==> src/rtl/systolic_mm_engine.sv <==
// NxN output-stationary systolic matrix-multiply tile (C = A*B, signed, streaming K).
// Define SA_SATURATE_EN for saturating accumulators and the sat_flag output; default wraps.
module systolic_mm_engine #(
  parameter int unsigned N      = 4,
  parameter int unsigned DATA_W = 8,
  parameter int unsigned ACC_W  = 20
) (
  input  logic                clk,
  input  logic                rstn,
  input  logic                abort,
  input  logic                in_valid,
  output logic                in_ready,
  input  logic [N*DATA_W-1:0] in_a,
  input  logic [N*DATA_W-1:0] in_b,
  input  logic                in_last,
  output logic                out_valid,
  input  logic                out_ready,
  output logic [N*ACC_W-1:0]  out_row,
  output logic                out_last,
`ifdef SA_SATURATE_EN
  output logic                sat_flag,
`endif
  output logic                busy
);

  localparam int unsigned RowW = $clog2(N);
  localparam int unsigned CntW = $clog2(2 * N + 1);
  localparam logic [RowW-1:0] LastRow   = RowW'(N - 1);
  localparam logic [CntW-1:0] FlushLoad = CntW'(2 * N);

  localparam logic [1:0] StIdle  = 2'd0;
  localparam logic [1:0] StFeed  = 2'd1;
  localparam logic [1:0] StFlush = 2'd2;
  localparam logic [1:0] StDrain = 2'd3;

  logic [1:0]      state_q, state_d;
  logic [CntW-1:0] flush_q, flush_d;
  logic [RowW-1:0] row_q, row_d;
  logic            accept, drain_done, clr;

  logic [N*DATA_W-1:0]       a_inj, b_inj, a_edge, b_edge;
  logic [N*(N-1)*DATA_W-1:0] a_pipe, b_pipe;
  logic [N*N*ACC_W-1:0]      acc_flat;

  assign in_ready   = (state_q == StIdle) || (state_q == StFeed);
  assign accept     = in_valid && in_ready;
  assign drain_done = (state_q == StDrain) && out_ready && (row_q == LastRow);
  assign clr        = abort || drain_done;

  // Idle cycles push zeros through the array so bubbles never touch C.
  assign a_inj = accept ? in_a : '0;
  assign b_inj = accept ? in_b : '0;

  always_comb begin
    state_d = state_q;
    flush_d = flush_q;
    row_d   = row_q;
    case (state_q)
      StIdle, StFeed: begin
        if (accept) begin
          state_d = in_last ? StFlush : StFeed;
          if (in_last) flush_d = FlushLoad;
        end
      end
      StFlush: begin
        // Hold until the last beat's product has landed in PE(N-1,N-1).
        if (flush_q == '0) state_d = StDrain;
        else flush_d = flush_q - CntW'(1);
      end
      StDrain: begin
        if (out_ready) begin
          if (row_q == LastRow) begin
            state_d = StIdle;
            row_d   = '0;
          end else begin
            row_d = row_q + RowW'(1);
          end
        end
      end
      default: state_d = StIdle;
    endcase
    if (abort) begin
      state_d = StIdle;
      flush_d = '0;
      row_d   = '0;
    end
  end

  always_ff @(posedge clk or negedge rstn) begin
    if (!rstn) begin
      state_q <= StIdle;
      flush_q <= '0;
      row_q   <= '0;
    end else begin
      state_q <= state_d;
      flush_q <= flush_d;
      row_q   <= row_d;
    end
  end

  // Input skew: lane i of A and B delayed by i cycles.
  for (genvar i = 0; i < N; i++) begin : g_skew
    if (i == 0) begin : g_lane0
      assign a_edge[DATA_W-1:0] = a_inj[DATA_W-1:0];
      assign b_edge[DATA_W-1:0] = b_inj[DATA_W-1:0];
    end else begin : g_lane
      logic [DATA_W-1:0] a_sr [i];
      logic [DATA_W-1:0] b_sr [i];
      always_ff @(posedge clk or negedge rstn) begin
        if (!rstn) begin
          for (int d = 0; d < i; d++) begin
            a_sr[d] <= '0;
            b_sr[d] <= '0;
          end
        end else if (clr) begin
          for (int d = 0; d < i; d++) begin
            a_sr[d] <= '0;
            b_sr[d] <= '0;
          end
        end else begin
          a_sr[0] <= a_inj[i*DATA_W +: DATA_W];
          b_sr[0] <= b_inj[i*DATA_W +: DATA_W];
          for (int d = 1; d < i; d++) begin
            a_sr[d] <= a_sr[d-1];
            b_sr[d] <= b_sr[d-1];
          end
        end
      end
      assign a_edge[i*DATA_W +: DATA_W] = a_sr[i-1];
      assign b_edge[i*DATA_W +: DATA_W] = b_sr[i-1];
    end
  end

`ifdef SA_SATURATE_EN
  logic [N*N-1:0] sat_vec;
`endif

  for (genvar i = 0; i < N; i++) begin : g_row
    for (genvar j = 0; j < N; j++) begin : g_pe
      logic signed [DATA_W-1:0]   a_nxt, b_nxt, a_q, b_q;
      logic signed [2*DATA_W-1:0] prod_q;
      logic signed [ACC_W-1:0]    acc_q, acc_d;

      if (j == 0) begin : g_a_edge
        assign a_nxt = a_edge[i*DATA_W +: DATA_W];
      end else begin : g_a_hop
        assign a_nxt = a_pipe[(i*(N-1)+j-1)*DATA_W +: DATA_W];
      end
      if (j < N - 1) begin : g_a_out
        assign a_pipe[(i*(N-1)+j)*DATA_W +: DATA_W] = a_q;
      end

      if (i == 0) begin : g_b_edge
        assign b_nxt = b_edge[j*DATA_W +: DATA_W];
      end else begin : g_b_hop
        assign b_nxt = b_pipe[((i-1)*N+j)*DATA_W +: DATA_W];
      end
      if (i < N - 1) begin : g_b_out
        assign b_pipe[(i*N+j)*DATA_W +: DATA_W] = b_q;
      end

`ifdef SA_SATURATE_EN
      logic signed [ACC_W:0] sum;
      logic                  ovf, sat_q;
      assign sum   = (ACC_W+1)'(acc_q) + (ACC_W+1)'(prod_q);
      assign ovf   = sum[ACC_W] ^ sum[ACC_W-1];
      assign acc_d = !ovf ? sum[ACC_W-1:0] :
                     sum[ACC_W] ? {1'b1, {(ACC_W-1){1'b0}}} : {1'b0, {(ACC_W-1){1'b1}}};
      always_ff @(posedge clk or negedge rstn) begin
        if (!rstn)    sat_q <= 1'b0;
        else if (clr) sat_q <= 1'b0;
        else          sat_q <= sat_q | ovf;
      end
      assign sat_vec[i*N+j] = sat_q;
`else
      assign acc_d = acc_q + ACC_W'(prod_q);
`endif

      always_ff @(posedge clk or negedge rstn) begin
        if (!rstn) begin
          a_q    <= '0;
          b_q    <= '0;
          prod_q <= '0;
          acc_q  <= '0;
        end else if (clr) begin
          a_q    <= '0;
          b_q    <= '0;
          prod_q <= '0;
          acc_q  <= '0;
        end else begin
          a_q    <= a_nxt;
          b_q    <= b_nxt;
          prod_q <= (2*DATA_W)'(a_q) * (2*DATA_W)'(b_q);
          acc_q  <= acc_d;
        end
      end

      assign acc_flat[(i*N+j)*ACC_W +: ACC_W] = acc_q;
    end
  end

  assign out_valid = (state_q == StDrain);
  assign out_last  = out_valid && (row_q == LastRow);
  assign busy      = (state_q != StIdle);

`ifdef SA_SATURATE_EN
  assign sat_flag = out_valid && (|sat_vec);
`endif

  always_comb begin
    out_row = '0;
    if (state_q == StDrain) begin
      for (int c = 0; c < N; c++) begin
        out_row[c*ACC_W +: ACC_W] = acc_flat[(int'(row_q)*N+c)*ACC_W +: ACC_W];
      end
    end
  end

endmodule

==> config.mk <==
export PLATFORM = sky130hd
export DESIGN_NAME = systolic_mm_engine
export DESIGN_NICKNAME = d
export VERILOG_FILES = /design/src/rtl/systolic_mm_engine.sv
export SDC_FILE = /design/constraint.sdc
export NUM_CORES = 2
export LEC_CHECK = 0
export BUFFER_PORTS_ARGS = -buffer_cell sky130_fd_sc_hd__buf_2
export CAP_MARGIN = 5
export CORE_AREA = 2 2 348 488
export CTS_CLUSTER_DIAMETER = 30
export DETAILED_ROUTE_END_ITERATION = 10
export DIE_AREA = 0 0 350 490
export GPL_ROUTABILITY_DRIVEN = 0
export PLACE_DENSITY = 0.67
export SKIP_CTS_REPAIR_TIMING = 1
export SLEW_MARGIN = 15
export SYNTH_ARGS = -nofsm -noshare
export SYNTH_HDL_FRONTEND = slang
export SYNTH_SLANG_ARGS = --single-unit
==> constraint.sdc <==
create_clock -name clk -period 12.85 [get_ports clk]
set_clock_uncertainty 0.1 [all_clocks]
set_input_delay 2.57 -clock clk [delete_from_list [all_inputs] [get_ports clk]]
set_output_delay 2.57 -clock clk [all_outputs]
set_load 0.005 [all_outputs]
==> Yosys cells after proc, flatten, opt, wreduce, memory -nomap -nowiden <==
Index checks and enable logic that the tools add are counted.
{ "word_totals": {"regBits": 936, "inputBits": 70, "output_inout_bits": 84, "elab_cells": 239} }
{ "classes": {"add_sub_neg": 21, "n_mul": 20, "n_eq_ne": 10, "shifts": 4, "muxes": 89, "n_reduce_logical": 16} }
{ "ops": {"columns": ["operator", "count"], "rows": [
  ["$shiftx 320x11->20", 3],
  ["$add 20x16->20", 16],
  ["$mux 20", 16],
  ["$shiftx 320x10->20", 1],
  ["$mux 16", 18],
  ["$mux 8", 34],
  ["$mul 8x8->16", 16],
  ["$mux 80", 1],
  ["$mux 32", 2],
  ["$mux 24", 2],
  ["$mul 5x3->8 const B", 3],
  ["$mux 2", 10],
  ["$mux 4", 4],
  ["$ne 3x3->1 const B", 4],
  ["$add 4x2->5 const B", 2],
  ["$pmux 4 s2", 1],
  ["$reduce_and 4->1", 2],
  ["$eq 2x2->1 const B", 3],
  ["$ne 3x2->1 const B", 2],
  ["$pmux 2 s3", 1],
  ["$reduce_bool 2->1", 3],
  ["$add 4x1->5 const B", 1],
  ["$mul 2x3->5 const B", 1],
  ["$logic_and 1x1->1", 4],
  ["other kinds (9)", 10]
]} }

==> Logic depth before layout (Yosys ltp) <==
{ "logic_depth": {"depth_word": 6, "ltp_mapped": 18, "depth_no_buf": 18} }

==> Worst setup path after synthesis <==
No wires, ideal clock.
{ "synth_timing": {"path_type": "flip-flop to flip-flop", "startpoint": "register g_row[0].g_pe[0].a_q[7]", "endpoint": "register g_row[0].g_pe[0].prod_q[14]", "setup_time_ps": 132, "arrival_time_ps": 4377, "t_required_ps": 12618, "setup_slack_ps": 8241, "path_stages_with_launch": 19, "path_buffers": 1, "period_less_slack_ps": 4609, "cell_sequence": "dfrtp_1 > clkbuf_1 > and2_1 > fa_1 > inv_1 > fa_1 > inv_1 > fa_1 > inv_1 > fa_1 > inv_1 > ha_1 > a21oi_1 > nor2b_1 > o21a_1 > or4_1 > a41oi_1 > xor2_1 > nor2_1"} }
{ "synth_between": {"elab_chain_len": 2} }
{ "synth_rtl": {"columns": ["element", "line_no", "source"], "rows": [
  ["start: declaration", "140", "logic signed [DATA_W-1:0] a_nxt, b_nxt, a_q, b_q;"],
  ["start signal: assignment", "191", "a_q <= a_nxt;"],
  ["$mul 8x8->16", "193", "prod_q <= (2*DATA_W)'(a_q) * (2*DATA_W)'(b_q);"],
  ["$mux 16", "185", "end else if (clr) begin"],
  ["end signal: assignment", "193", null],
  ["end: declaration", "141", "logic signed [2*DATA_W-1:0] prod_q;"]
]} }
Every way passes these cells.
A chain may end at the register's enable or synchronous reset.

==> Final worst setup path <==
{ "layout_timing": {"startpoint": "register row_q[0]", "endpoint": "output port out_row[59]"} }
{ "layout_between": {"elab_chain_len": 4} }
{ "layout_rtl": {"columns": ["element", "line_no", "source"], "rows": [
  ["start: declaration", "38", "logic [RowW-1:0] row_q, row_d;"],
  ["start signal: assignment", "97", "row_q <= row_d;"],
  ["$add 4x2->5", "214", "out_row[c*ACC_W +: ACC_W] = acc_flat[(int'(row_q)*N+c)*ACC_W +: ACC_W];"],
  ["$mul 5x3->8", "214", null],
  ["$shiftx 320x11->20", "214", null],
  ["$mux 80", "212", "if (state_q == StDrain) begin"],
  ["end: declaration", "18", "output logic [N*ACC_W-1:0] out_row,"]
]} }
Every way passes these cells.

==> out/metrics.yaml <==
ant_nets: 0
yosysSeqAreaShare: 0.2815
worst_pin_slew_ps: 1088
synth_edf_count: 0
crit_arrival_ps: 3650
fin_crit_sh: 0.4915
cts_max_level: 4
leakage_nw: 49.44
drive_above_1_share: 0.07596
clkTransAtPathRegs_ps: 50
io_buffers: 153
seqPwrFrac: 0.346
crit_fanout: 44
synth_ff_type: "dfrtp_1"
holdPathStages: 1
initial_core_util: 0.4975
overflow: 0
place_hpwl_um: 158000
power_frac_comb: 0.037
slew_violations: 0
r2r_slack_ps: 7780
syn_area_um2: 83210
ys_ff_latch: 936
synth.distinct_cells: 68
avgSynthCellArea_um2: 10.11
cts_buffer_depth: 3
dr.first_iter.drc_count: 3026
powerDensity_nw_per_um2: 94.08
criticalPathCategory: "reg2out"
multi_input_area_um2: 54240
vias: 57558
die_w_um: 350
synth-async-reset-ratio: 1.000
pwr-share-clk: 0.617
r2r-end: "g_row[0].g_pe[3].prod_q[14]"
internal_power_mw: 6.759
endpoint_kind: "primary output"
finalSetupViolCount: 0
synth_nets: 9964
top_level_ports: 154
layout_common_cells: "1338 x inv_1, 1213 x and2_1, 934 x dfrtp_1"
clock_latency_ps: 830
max_freq_ghz: 0.1583
grt_pass1_vias: 62254
post_layout_nonfiller_instances: 10876
worstReg2RegStart: "g_row[0].g_pe[3].b_q[2]"
setup_tns_ps: 0
core_um2: 167300
worstRegToRegCells: 17
final_common_cell: "inv_1"
wl_um: 202400
finalHoldViolCount: 0
final_nets: 10190
switchingPower_mw: 2.056
n_fill_cell: 14434
relSlewSlack: 0.2747
hold_path_end: "g_row[2].g_pe[0].a_nxt[5]"
grt_max_degree: 178
hp-class: "reg2reg"
cts_sinks: 936
hp-start: "g_skew[2].g_lane.a_sr[13]"
period_needed_ps: 6316
cp.required_ps: 10180
root_buffer: "clkbuf_16"
grt_usage: 0.2444
antenna_found_initial: 12
avgRoutedWirePerCell_um: 18.61
ys_warn_count: 0
place_inst: 10506
startpoint_type: "register"
status: "completed"
drc: 0
drt_pass1_iterations: 7
fp-row-count: 178
swShare: 0.2333
seq_area_um2: 23430
drv_cap: 0
syn_inst: 8227
cts_buffers: 195
dieHeight_um: 490
grt_pass1_wl_um: 330200
vias_per_cell: 5.292
area_growth_pct: 12.61
ir_worst_vdd_uv: 162.4
rsz0062_at_grt: "no"
cts_tree: "yes"
die_area_um2: 171500
-- registers in the layout (all words and copies together), names as in the netlist --
signal	flops
row_q	2
g_row.g_pe.b_nxt	24
g_row.g_pe.acc_q	320
g_row.g_pe.a_q	128
state_q	2
g_skew.g_lane.b_sr	24
g_row.g_pe.prod_q	256
g_skew.g_lane.a_sr	24
flush_q	4
g_row.g_pe.a_nxt	24
g_row.g_pe.b_q	128
-- how the worst max path moves through the flow --
stage | start | endpoint | slack (ps) | cells after the start
final | row_q[0] | out_row[59] | 6530 | 4
after global routing | row_q[0] | out_row[59] | 6250 | 4
after CTS | row_q[0] | out_row[59] | 6380 | 4
after detailed placement | abort | g_row[2].g_pe[2].acc_q[19] | 7150 | 7
after global placement | abort | g_row[2].g_pe[2].acc_q[19] | 7130 | 7
after floorplan | g_row[0].g_pe[0].a_q[7] | g_row[0].g_pe[0].prod_q[14] | 8240 | 18
-- cells by family after synthesis --
logic type,count (synthesis),synth area share
buf+inv,1483,0.06690
fa+ha+maj,1667,0.3315
compound gates,968,0.07708
mux,101,0.02443
flops,936,0.2815
simple gates,2554,0.1641
xor+xnor,518,0.05452
-- power groups by stage --
stage / sequential (mW) / combinational (mW) / clock, mW
after floorplan: 3.06 / 0.197 / 0
after global placement: 3.10 / 0.321 / 0
after detailed placement: 3.10 / 0.327 / 0
after CTS: 3.05 / 0.331 / 5.52
after global routing: 3.05 / 0.368 / 5.68
final: 3.05 / 0.323 / 5.44
-- cells in the mapped netlist, drive strengths merged, types with 68 or more instances --
cell type | n | area share
nor2 | 569 | 0.026
nor2b | 125 | 0.0094
o21ai | 150 | 0.0091
xnor2 | 315 | 0.033
dfrtp | 936 | 0.28
inv | 1338 | 0.060
clkbuf | 128 | 0.0058
and2 | 1214 | 0.091
a21oi | 264 | 0.016
ha | 771 | 0.12
nand2 | 332 | 0.015
nand2b | 68 | 0.0051
mux4 | 80 | 0.022
nor3 | 82 | 0.0050
xor2 | 203 | 0.021
a21o | 199 | 0.018
fa | 896 | 0.22
-- metal layers --
layer,routed length [um],track usage,vias to the layer above
met2,102300,0.4240,1271
met3,9145,0.03280,445
li1,-,-,26680
met5,17,0,-
met4,9650,0.1150,2
met1,81260,0.2999,29160
-- cell type report --
cell class | count | share of cell area
multi-input cells | 5808 | 0.5789
well taps | 2250 | 0.03004
clock inverters | 132 | 0.02048
inverters | 1338 | 0.05360
repair buffers | 174 | 0.01049
clock buffers | 235 | 0.05639
flip-flops and latches | 936 | 0.2500
diodes | 3 | 0.00008011
-- metrics by stage --
stage	power, mW	worst slack (ps)	area (um2)	hold slack, ps	utilization
4_1_cts	8.908	6384	93700	328.8	0.5602
3_5_place_dp	3.426	7149	86500	332.2	0.5171
5_1_grt	9.103	6252	93700	339.9	0.5602
2_1_floorplan	3.259	8241	83210	327.7	-
6_report	8.816	6534	93710	329.6	0.5602
3_3_place_gp	3.420	7132	86500	330.2	0.5171
-- critical path: stages, from the launching register on --
cell and delay (ps):
dfrtp_4 1010, buf_4 780, mux4_2 640, and2_1 180
buf_2 120
No activity file was read; power rests on OpenSTA's default activity.
